<file path="src/rtl/mult_pkg.sv">
// Shared types for the sequential Booth multiplier: FSM states, Booth digit, step count.
package mult_pkg;

    typedef enum logic [1:0] {
        IDLE = 2'd0,
        CALC = 2'd1,
        DONE = 2'd2
    } state_t;

    typedef struct packed {
        logic neg;
        logic one;
        logic two;
    } booth_digit_t;

    // Radix-4 digits needed to cover b plus its extension bit.
    function automatic int nstep(input int width_b);
        return (width_b + 2) / 2;
    endfunction

endpackage

</file>
<file path="src/rtl/booth_r4_encoder.sv">
// Radix-4 Booth recoder: triple {b[2i+1], b[2i], b[2i-1]} -> digit in {0, +-1, +-2}.
// Purely combinational, no handshake.
module booth_r4_encoder
    import mult_pkg::*;
(
    input  logic [2:0]   triple_i,
    output booth_digit_t digit_o
);

    always_comb begin
        digit_o.neg = triple_i[2] & ~(triple_i[1] & triple_i[0]);
        digit_o.one = triple_i[1] ^ triple_i[0];
        digit_o.two = (triple_i == 3'b011) | (triple_i == 3'b100);
    end

endmodule

</file>
<file path="src/rtl/booth_seq_multiplier.sv">
// Iterative radix-4 Booth multiplier with optional accumulator, one digit per clock.
// out_valid rises NSTEP edges after accept; result and acc hold until out_ready retires them.
module booth_seq_multiplier
    import mult_pkg::*;
#(
    parameter int WIDTH_A   = 9,
    parameter int WIDTH_B   = 5,
    parameter int ACC_WIDTH = 24
) (
    input  logic                       clk,
    input  logic                       rst_n,
    input  logic                       in_valid,
    output logic                       in_ready,
    input  logic [WIDTH_A-1:0]         a,
    input  logic [WIDTH_B-1:0]         b,
    input  logic                       is_signed,
    input  logic                       acc_en,
    input  logic                       acc_clr,
    output logic                       out_valid,
    input  logic                       out_ready,
    output logic [WIDTH_A+WIDTH_B-1:0] product,
    output logic [ACC_WIDTH-1:0]       acc,
    output logic                       busy
);

    localparam int NSTEP = nstep(WIDTH_B);
    localparam int AW    = WIDTH_A + 2;
    localparam int BW    = 2 * NSTEP + 1;
    localparam int PW    = AW + 2 * NSTEP;
    localparam int RW    = WIDTH_A + WIDTH_B;
    localparam int CW    = (NSTEP > 1) ? $clog2(NSTEP) : 1;

    if (WIDTH_A < 2) begin : g_bad_width_a
        $error("booth_seq_multiplier: WIDTH_A must be >= 2");
    end
    if (WIDTH_B < 2) begin : g_bad_width_b
        $error("booth_seq_multiplier: WIDTH_B must be >= 2");
    end
    if (ACC_WIDTH < WIDTH_A + WIDTH_B) begin : g_bad_acc_width
        $error("booth_seq_multiplier: ACC_WIDTH must be >= WIDTH_A+WIDTH_B");
    end

    state_t                 state_q;
    logic [CW-1:0]          cnt_q;
    logic signed [AW-1:0]   a_ext_q;
    logic [BW-1:0]          b_q;
    logic [PW-1:0]          psum_q;
    logic [RW-1:0]          product_q;
    logic [ACC_WIDTH-1:0]   acc_q;
    logic                   is_signed_q;
    logic                   acc_en_q;
    logic                   acc_clr_q;

    logic                   a_top;
    logic                   b_top;
    logic signed [AW-1:0]   a_ext_d;
    logic [BW-1:0]          b_ext_d;
    booth_digit_t           digit;
    logic signed [AW-1:0]   mag;
    logic signed [AW-1:0]   pp;
    logic [PW-1:0]          pp_sh;
    logic [PW-1:0]          psum_d;
    logic [ACC_WIDTH-1:0]   prod_ext;

    booth_r4_encoder u_enc (
        .triple_i (b_q[2:0]),
        .digit_o  (digit)
    );

    always_comb begin
        a_top   = is_signed & a[WIDTH_A-1];
        b_top   = is_signed & b[WIDTH_B-1];
        a_ext_d = {{2{a_top}}, a};
        // LSB is the implicit b[-1] = 0 of the first Booth triple.
        b_ext_d = {{(2*NSTEP-WIDTH_B){b_top}}, b, 1'b0};

        mag = '0;
        if (digit.one) begin
            mag = a_ext_q;
        end else if (digit.two) begin
            mag = a_ext_q <<< 1;
        end
        pp     = digit.neg ? -mag : mag;
        pp_sh  = PW'(pp) << {cnt_q, 1'b0};
        psum_d = psum_q + pp_sh;

        if (is_signed_q) begin
            prod_ext = ACC_WIDTH'($signed(product_q));
        end else begin
            prod_ext = ACC_WIDTH'(product_q);
        end
    end

    always_ff @(posedge clk or negedge rst_n) begin
        if (!rst_n) begin
            state_q     <= IDLE;
            cnt_q       <= '0;
            a_ext_q     <= '0;
            b_q         <= '0;
            psum_q      <= '0;
            product_q   <= '0;
            acc_q       <= '0;
            is_signed_q <= 1'b0;
            acc_en_q    <= 1'b0;
            acc_clr_q   <= 1'b0;
        end else begin
            case (state_q)
                IDLE: begin
                    if (in_valid) begin
                        a_ext_q     <= a_ext_d;
                        b_q         <= b_ext_d;
                        is_signed_q <= is_signed;
                        acc_en_q    <= acc_en;
                        acc_clr_q   <= acc_clr;
                        psum_q      <= '0;
                        cnt_q       <= '0;
                        state_q     <= CALC;
                    end
                end
                CALC: begin
                    psum_q <= psum_d;
                    b_q    <= {2'b00, b_q[BW-1:2]};
                    cnt_q  <= cnt_q + 1'b1;
                    if (cnt_q == CW'(NSTEP - 1)) begin
                        product_q <= psum_d[RW-1:0];
                        state_q   <= DONE;
                    end
                end
                DONE: begin
                    if (out_ready) begin
                        if (acc_clr_q) begin
                            acc_q <= prod_ext;
                        end else if (acc_en_q) begin
                            acc_q <= acc_q + prod_ext;
                        end
                        state_q <= IDLE;
                    end
                end
                default: state_q <= IDLE;
            endcase
        end
    end

    assign in_ready  = (state_q == IDLE);
    assign out_valid = (state_q == DONE);
    assign busy      = (state_q == CALC) || (state_q == DONE);
    assign product   = product_q;
    assign acc       = acc_q;

endmodule

</file>
<file path="config.mk">
export PLATFORM = sky130hd
export DESIGN_NAME = booth_seq_multiplier
export DESIGN_NICKNAME = d
export VERILOG_FILES = /design/src/rtl/mult_pkg.sv /design/src/rtl/booth_r4_encoder.sv /design/src/rtl/booth_seq_multiplier.sv
export SDC_FILE = /design/constraint.sdc
export NUM_CORES = 1
export LEC_CHECK = 0
export ABC_CLOCK_PERIOD_IN_PS = 6900
export CAP_MARGIN = 20
export CORE_ASPECT_RATIO = 0.5
export CORE_MARGIN = 2
export CORE_UTILIZATION = 60
export DETAILED_ROUTE_END_ITERATION = 16
export PLACE_DENSITY = 0.84
export SKIP_LAST_GASP = 1
export SYNTH_ARGS = -nofsm -noshare
export SYNTH_HDL_FRONTEND = slang
export SYNTH_HIERARCHICAL = 1
export SYNTH_SLANG_ARGS = --single-unit
</file>
<file path="constraint.sdc">
create_clock -name clk -period 6.9 [get_ports clk]
set_input_delay 1.38 -clock clk [delete_from_list [all_inputs] [get_ports clk]]
set_output_delay 1.38 -clock clk [all_outputs]
set_load 0.01 [all_outputs]
</file>
== Yosys cells after proc, flatten, opt, wreduce, memory -nomap -nowiden ==
Index checks and enable logic that the tools add are counted.

* Add/sub/neg operators: 4
* Equality and inequality tests: 8
* Shift operators: 1
* Mux-type cells: 16
* Bitwise operators: 7
* Reductions and logical operators: 9

{| class="wikitable"
|+ Operators with widths
! operator !! number
|-
| 24-bit 2-to-1 mux || 3
|-
| 17-bit case mux with 2 select lines || 1
|-
| 11-bit 2-to-1 mux || 3
|-
| 24-bit adder || 1
|-
| 17-bit adder || 1
|-
| 17-bit 2-to-1 mux || 1
|-
| 17-bit by 3-bit << shifter with 17-bit output || 1
|-
| 7-bit case mux with 2 select lines || 1
|-
| 11-bit negation || 1
|-
| 2-bit 2-to-1 mux || 4
|-
| 7-bit 2-to-1 mux || 1
|-
| 2-bit case mux with 3 select lines || 1
|-
| 2-bit AND reduction || 3
|-
| 3-bit AND reduction || 2
|-
| 1-bit bitwise AND || 4
|-
| 2-bit == test (second input constant) || 2
|-
| 2-bit inequality test (second input constant) || 2
|-
| 2-bit case mux with 2 select lines || 1
|-
| 2-bit nonzero test || 2
|-
| 3-bit by 2-bit == test with 1-bit output (second input constant) || 1
|-
| 3-bit == test (second input constant) || 1
|-
| 2-bit by 1-bit adder with 2-bit output (second input constant) || 1
|-
| 2-bit by 1-bit == test with 1-bit output (second input constant) || 1
|-
| 2-bit zero test || 1
|-
| 5 further kinds || 5
|}

* Register bits: 79
* Logic and storage cells: 55

== Depth between registers and ports, before layout ==
Gate-level depths: netlist (run 1).

* Depth after elaboration: 9
* Mapped depth: 23
* Gate-level depth less buffers: 22

== Cells and area by module ==
The synthesis (run 1) kept the hierarchy.

{| class="wikitable"
|+ Modules (own cells, without submodules)
! module !! instances !! cells each !! area each (um^2) !! sequential area each (um^2)
|-
| booth_seq_multiplier || 1 || 654 || 5749.3 || 1901.8
|-
| booth_r4_encoder || 1 || 6 || 53.8 || 0.0
|}

== Least setup slack after synthesis (run 1) ==
Ideal clock, no wire load.

* Path type: register to register
* From: register b_q[0]
* To: register product_q[12], in the netlist product[12]
* Setup time: 0.096 ns
* Arrival time: 4.180 ns
* Path slack: 2.624 ns
* Stages on the path, launching flop included: 21
* Buffers on the path: 2
* Path through: dfrtp_1 -> inv_1 -> ha_1 -> buf_1 -> clkbuf_1 -> a22oi_1 -> ha_1 -> nand2b_1 -> xnor2_1 -> nor2_1 -> a31oi_1 -> nor2_1 -> ha_1 -> nor2b_1 -> o21ai_0 -> a21boi_0 -> o21a_1 -> o21a_1 -> o2111a_1 -> o31a_1 -> o31ai_1

{| class="wikitable"
|+ RTL lines
! what !! RTL line !! RTL
|-
| start: declaration || booth_seq_multiplier.sv:46 || <nowiki>logic [BW-1:0] b_q;</nowiki>
|-
| start signal: assignment || booth_seq_multiplier.sv:111 || <nowiki>b_q <= b_ext_d;</nowiki>
|-
| start signal: assignment || booth_seq_multiplier.sv:122 || <nowiki>b_q <= {2'b00, b_q[BW-1:2]};</nowiki>
|-
| end signal: assignment || booth_seq_multiplier.sv:125 || <nowiki>product_q <= psum_d[RW-1:0];</nowiki>
|-
| end: declaration || booth_seq_multiplier.sv:48 || <nowiki>logic [RW-1:0] product_q;</nowiki>
|}

==> summary.md, run 1 <==
| Metric | Value |
|---|---|
| Status | finished, final reports clean |
| Synth Warn # | 6 |
| Metal3 WL | approximately 530 um |
| WHS Path Cells | 2 |
| Period utilization | 0.7586 |
| Via Count | 5122 |
| Crit end category | flip-flop |
| Die width | 143.1 um |
| Synth Instances | 660 |
| I/O pin total | 62 |
| Most frequent cell after synthesis | dfrtp_1 |
| WHS | between 0.4 and 0.5 ns |
| Setup Viol. Count Final | 0 |
| Synth Flop Type | dfrtp_1 |
| Wire per inst | 16.15 um |
| Post-CTS sizing | 0 |
| Root Driver | clkbuf_16 |
| Port bufs | 61 |
| Global-route wire length before repair | roughly 23 mm |
| Nets@finish | 769 |
| Yosys top cell area share | 0.3277 |
| Synthesized Nets | 727 |
| Post-Syn Area | 5803 um2 |
| RSZ-0062 raised after global routing | false |
| Critical path data required time | 7.10 ns |
| Multi-input gate area | 3664 um2 |
| Total track usage | 0.2761 |
| Die Y | 73.54 um |
| Final Max Tran Viols | 0 |
| Core area | 9415 um2 |
| CTS tree | built |
| Synth top cells by count | 76 x dfrtp_1, 69 x nand2_1, 50 x o21ai_0 |
| H-tree depth | 3 |
| Worst-margin pin slew | roughly 0.86 ns |
| Final TNS setup | 0 ns |
| Met2 wire length | about 6.5 mm |
| Post-detailed-route via-to-cell ratio | 6.083 |
| Post-route DRC | 0 |
| Pin count of the biggest net entering global routing | 77 |
| Final Non-Filler Cells | approximately 840 |
| Worst Skew | 0.004810 ns |
| Area growth, synth to finish | 17.40% |
| Clk_lat worst skew | 0.34 ns |
| Worst EP arrival | 5.43 ns |
| Starting Density | 0.6163 |
| Hold_buf cts | 0 |
| Min-delay worst type | flip-flop to flip-flop |
| Average size of a mapped cell | 8.793 um2 |
| Number of hold violations in the final report | 0 |
| #FFs+latches synth | 76 |
| DP Cell Count | 825 |
| Cell variety after synth | 71 |
| Initial antenna violation count | 0 |
| Clock slew at reported path FFs | around 0.06 ns |
| DR iter-0 viols | 397 |
| Launching element type of the critical path | flip-flop |
| CTS sink cnt | 76 |
| GPL Wtd Cong | 0.9027 |
| Seq. cell area | approximately 1900 um2 |
| Synth area leader | dfrtp_1 |
| Register area share after synthesis | 0.3277 |
| DRT Pass-1 Iters | 5 |
| EDFF count, synth | 0 |
| Layout cells sized above 1 | 0.07355 |
| Clk buf depth | 2 |
| Final Core Density | 0.7236 |
| Min cycle time layout | 5.234 ns |
| Final HPWL DP | 9.826 mm |
| Final ANT Viol Nets | 0 |
| Total global routing overflow | 0 |
| Max Cap Viol | 0 |
| # rows | 25 |
| CP Class | flip-flop to flip-flop |
| Ant diodes | 0 |
| Synth async-reset ratio | 1.000 |
| Postcts setup bufs | 0 |
| Vias in the first global route | 4896 |
| Max FO, Critical Path | 32 |
| Slew HR | 0.4276 |
| Ranking of synthesized cells by area | dfrtp_1 33%, ha_1 9.5%, nand2_1 4.5% |
| Total CTS buffers | 9 |
| WL met1 | 6.440 mm |
| Fmax | 191.0 MHz |
| Die ar. | 10520 um2 |
| Drt total wl | 13.60 mm |
| Highest Signal Layer | met4 |
| # fillers | 695 |
| Worst R2R Path Depth | 21 |
cells by family after synthesis:
kind of cell,synth area share
AO/OA/AOI/OAI,0.2618
buffers and inverters,0.04097
multiplexers,0.06554
XOR/XNOR,0.05110
AND/OR/NAND/NOR,0.1511
adder cells (fa/ha/maj),0.1018
flip-flops,0.3277
worst max-delay path: stages, from the launching register on:
cell	delay [ns]
dfrtp_1	0.37
inv_1	0.06
ha_1	0.85
nor2b_1	0.31
a22oi_1	0.33
ha_1	0.24
o211a_1	0.17
nand3_1	0.18
o31ai_1	0.33
xnor2_1	0.17
nor2_1	0.06
a21oi_1	0.19
mux2i_1	0.10
ha_1	0.36
a21o_1	0.18
a21oi_1	0.25
o21ai_0	0.13
a41oi_1	0.23
a211o_1	0.20
xor2_2	0.18
xnor2_1	0.14
o21ai_1	0.07
flip-flops by register name, indices dropped and copies added (netlist names), 2 cells and up:
name,count
psum_q,14
state_q,2
product,14
b_q,7
acc,24
a_ext_q,10
cnt_q,2
cell type report:
| type | instances | area share |
|---|---|---|
| clock inverter | 5 | 0.009734 |
| tap | 135 | 0.02479 |
| sequential | 76 | 0.2792 |
| multi-input combinational | 524 | 0.5377 |
| clock buffer | 11 | 0.03710 |
| timing repair buffer | 66 | 0.09770 |
| inverter | 25 | 0.01377 |
per-stage QoR:
step           cell area [um2]  worst slack (ns)
3_3_place_gp              6466             1.993
2_1_floorplan             5803             2.624
6_report                  6813             1.666
5_1_grt                   6813             1.294
4_1_cts                   6785             1.734
3_5_place_dp              6466             1.781
routing by layer:
metal | up-vias | global-route usage
met5 | - | 0
met1 | 2454 | 0.3592
met4 | 0 | 0.07591
met2 | 111 | 0.4779
met3 | 21 | 0.05411
li1 | 2536 | -
final timing paths:
path | start | to | slack [ns]
min in group asynchronous | rst_n | a_ext_q[3] | 0.87
max in group asynchronous | rst_n | acc[8] | 5.48
min reg2reg | psum_q[2] | psum_q[2] | 0.49
min | psum_q[2] | psum_q[2] | 0.49
max reg2reg | b_q[0] | product[13] | 1.67
max | b_q[0] | product[13] | 1.67
cells in the final DEF (no fill, tap or decap), types with 3 or more instances in the layout:
master           Yosys  layout
mux2_2              20      20
clkbuf_16            0       9
ha_1                44      44
nand4_1              4       4
a221oi_1             3       3
a21boi_0             5       5
nor2b_1              6       6
a21o_1              13      13
and2_1               9       9
o2111ai_1            3       3
a22oi_1              7       7
a21oi_1             45      45
xor2_1              12      12
nor4_1               4       4
nand2_1             69      69
nand3_1              8       8
nand2b_1             8       8
o31ai_1             14      14
a31oi_1              8       8
inv_1               24      24
xnor2_1             20      20
buf_4                1       5
mux2i_1             14      14
o211ai_1             8       8
nor2_1              45      45
nor3_1              12      12
o22a_1               8       8
o21ai_0             50      50
o21a_1               8       8
and3_1               4       4
o211a_1              3       3
a211o_1              3       3
and4_1               3       3
o22ai_1              5       5
dfrtp_1             76      76
a211oi_1             9       9
a22o_1              10      10
clkdlybuf4s50_1      0      60
Power of run 1 is not shown: default switching activity piles up to over one toggle a cycle in this logic, so the estimate is an artifact.
==> run 2, diff against run 1 <==
Settings changed: ABC_CLOCK_PERIOD_IN_PS 6900 to 5500, CORE_UTILIZATION 60 to 58, PLACE_DENSITY 0.84 to 0.82.
Clock period 6.9 ns to 5.5 ns, I/O delays scaled along.
==> run 2 against run 1 <==
  * Core utilization decreased by 1.2 points
  * Die area up 3.3%
  * Highest routed layer unchanged
  * Global-route usage decreased by 0.51 points
  * Cell area barely moved
==> summary.md, run 2 (synthesis results as in run 1) <==
| Metric | Value |
|---|---|
| Global-route wire length before repair | 23.85 mm (was 23.02 mm) |
| Slew HR | 0.3566 (was 0.4276) |
| Wire per inst | 16.72 um (was 16.15 um) |
| Worst-margin pin slew | 0.9651 ns (was 0.8586 ns) |
| GR Layer Usage met2 | 0.4803 (was 0.4779) |
| Worst EP arrival | 5.08 ns (was 5.43 ns) |
| Critical Path Most Common Cell | ha_1 (unchanged) |
| Die width | 145.5 um (was 143.1 um) |
| Core area | 9572 um2 (was 9415 um2) |
| GPL Wtd Cong | 0.9042 (was 0.9027) |
| Critical path data required time | 5.70 ns (was 7.10 ns) |
| Die ar. | 10870 um2 (was 10520 um2) |
| Period utilization | 0.8877 (was 0.7586) |
| Hold_buf cts | 0 (unchanged) |
| Met3 layer usage reported by global route | 0.06000 (was 0.05411) |
| Status | finished, final reports clean (unchanged) |
| H-tree depth | 3 (unchanged) |
| Global route hottest layer | met2 (unchanged) |
| Starting Density | 0.6063 (was 0.6163) |
| Via Count | 5158 (was 5122) |
| Postcts setup bufs | 0 (unchanged) |
| Commonest non-fill, non-tap cell in the layout | dfrtp_1 (unchanged) |
| DRT Pass-1 Iters | 4 (was 5) |
| Final TNS setup | 0 ns (unchanged) |
| CP Class | flip-flop to flip-flop (unchanged) |
| CTS tree | built (unchanged) |
| Launching element type of the critical path | flip-flop (unchanged) |
| Ant diodes | 0 (unchanged) |
| Die Y | 74.73 um (was 73.54 um) |
| Vias in the first global route | 4932 (was 4896) |
| Drt total wl | 14.05 mm (was 13.60 mm) |
| Setup Viol. Count Final | 0 (unchanged) |
| M1 GR Usage | 0.3521 (was 0.3592) |
| Layout cells sized above 1 | 0.07092 (was 0.07355) |
| Number of hold violations in the final report | 0 (unchanged) |
| Port bufs | 61 (unchanged) |
| Max FO, Critical Path | 16 (was 32) |
| Pin count of the biggest net entering global routing | 77 (unchanged) |
| Total CTS buffers | 9 (unchanged) |
| Max Cap Viol | 0 (unchanged) |
| Clk_lat worst skew | 0.34 ns (about the same) |
| Final Max Tran Viols | 0 (unchanged) |
| Worst Skew | 0.003100 ns (was 0.004810 ns) |
| Final Core Density | 0.7116 (was 0.7236) |
| Final HPWL DP | 9.844 mm (was 9.826 mm) |
| Min cycle time layout | 4.882 ns (was 5.234 ns) |
| I/O pin total | 62 (unchanged) |
| Initial antenna violation count | 0 (unchanged) |
| Clock slew at reported path FFs | 0.06 ns (about the same) |
| Post-detailed-route via-to-cell ratio | 6.140 (was 6.083) |
| Post-route DRC | 0 (unchanged) |
| RSZ-0062 raised after global routing | false (unchanged) |
| Min-delay worst type | flip-flop to flip-flop (unchanged) |
| CP cell instances | inv_1, ha_1, nor2b_1, a22oi_1, ha_1, o211a_1, nand3_1, o31ai_1, xnor2_1, nor2_1, a21oi_1, mux2i_1, ha_1, a21o_1, a21oi_1, o21ai_0, a41oi_1, a211o_1, xor2_2, xnor2_1, o21ai_1 (unchanged) |
| DR iter-0 viols | 373 (was 397) |
| CTS sink cnt | 76 (unchanged) |
| Total track usage | 0.2710 (was 0.2761) |
| Final ANT Viol Nets | 0 (unchanged) |
| Crit end category | flip-flop (unchanged) |
| # rows | 25 (unchanged) |
| Area growth, synth to finish | 17.38% (was 17.40%) |
| Post-CTS sizing | 0 (unchanged) |
| Crit-path slowest cell | ha_1 (unchanged) |
| Fmax | 204.8 MHz (was 191.0 MHz) |
| Clk buf depth | 2 (unchanged) |
| Nets@finish | 769 (unchanged) |
| Root Driver | clkbuf_16 (unchanged) |
| Total global routing overflow | 0 (unchanged) |
| Max reg flops | 24 (unchanged) |
| Commonest cells after routing, fill and taps aside | 76 x dfrtp_1, 69 x nand2_1, 60 x clkdlybuf4s50_1 (unchanged) |
| Slowest stage delay, CP | 0.56 ns (was 0.85 ns) |
## run 2: cell types whose count changed in the layout (fill, tap and decap cells not counted)
| cell | previous run | this run |
|---|---|---|
| buf_16 | 1 | 0 |
| clkbuf_8 | 2 | 1 |
| clkinvlp_4 | 1 | 0 |
| bufinv_16 | 1 | 3 |
| inv_6 | 2 | 0 |
| buf_4 | 5 | 6 |
| clkinv_4 | 0 | 1 |
| inv_8 | 1 | 0 |
## run 2: worst paths after layout
kind | end | cells after the start | slack (ns) | startpoint
setup / recovery | product[13] | 21 | 0.62 | b_q[1]
setup reg to reg | product[13] | 21 | 0.62 | b_q[1]
hold reg to reg | b_q[4] | 2 | 0.49 | b_q[4]
min in group asynchronous | b_q[1] | 1 | 0.91 | rst_n
hold / removal | b_q[4] | 2 | 0.49 | b_q[4]
max in group asynchronous | acc[8] | 1 | 3.97 | rst_n
## run 2: final cells by class
class	count	area, um2
multi-input cells	524	3664
fillers	765	2760
flip-flops and latches	76	1902
repair buffers	66	645.6
clock buffers	10	239.0
well taps	135	168.9
clock inverters	4	98.84
inverters	25	93.84
## run 2: critical path: cells and delay by family (launching register included)
kind | cells | cell delay (ns)
DFF | 1 | 0.38
adders and majority gates | 3 | 1.13
muxes | 1 | 0.10
and+or+nand+nor | 3 | 0.48
xor gates and xnor gates | 3 | 0.51
buffers and inverters | 1 | 0.06
AOI/OAI and AO/OA | 10 | 2.09
## run 2: through the flow
stage	cells	cell area (um2)	hold WS, ns	setup WS [ns]
detailed placement	826	6474	0.4728	0.7674
global route	840	6812	0.5275	0.1780
finish	840	6812	0.4854	0.6179
global placement	826	6474	0.4643	0.9975
CTS	840	6812	0.4860	0.6987
floorplan	660	5803	0.4496	1.224
## run 2: per-layer routing
| metal | wire length [um] | vias up |
|---|---|---|
| li1 | - | 2518 |
| met2 | 6589 | 133 |
| met5 | 0 | - |
| met3 | 645 | 19 |
| met4 | 140 | 0 |
| met1 | 6671 | 2488 |
Power of run 2 is left out for the same reason.
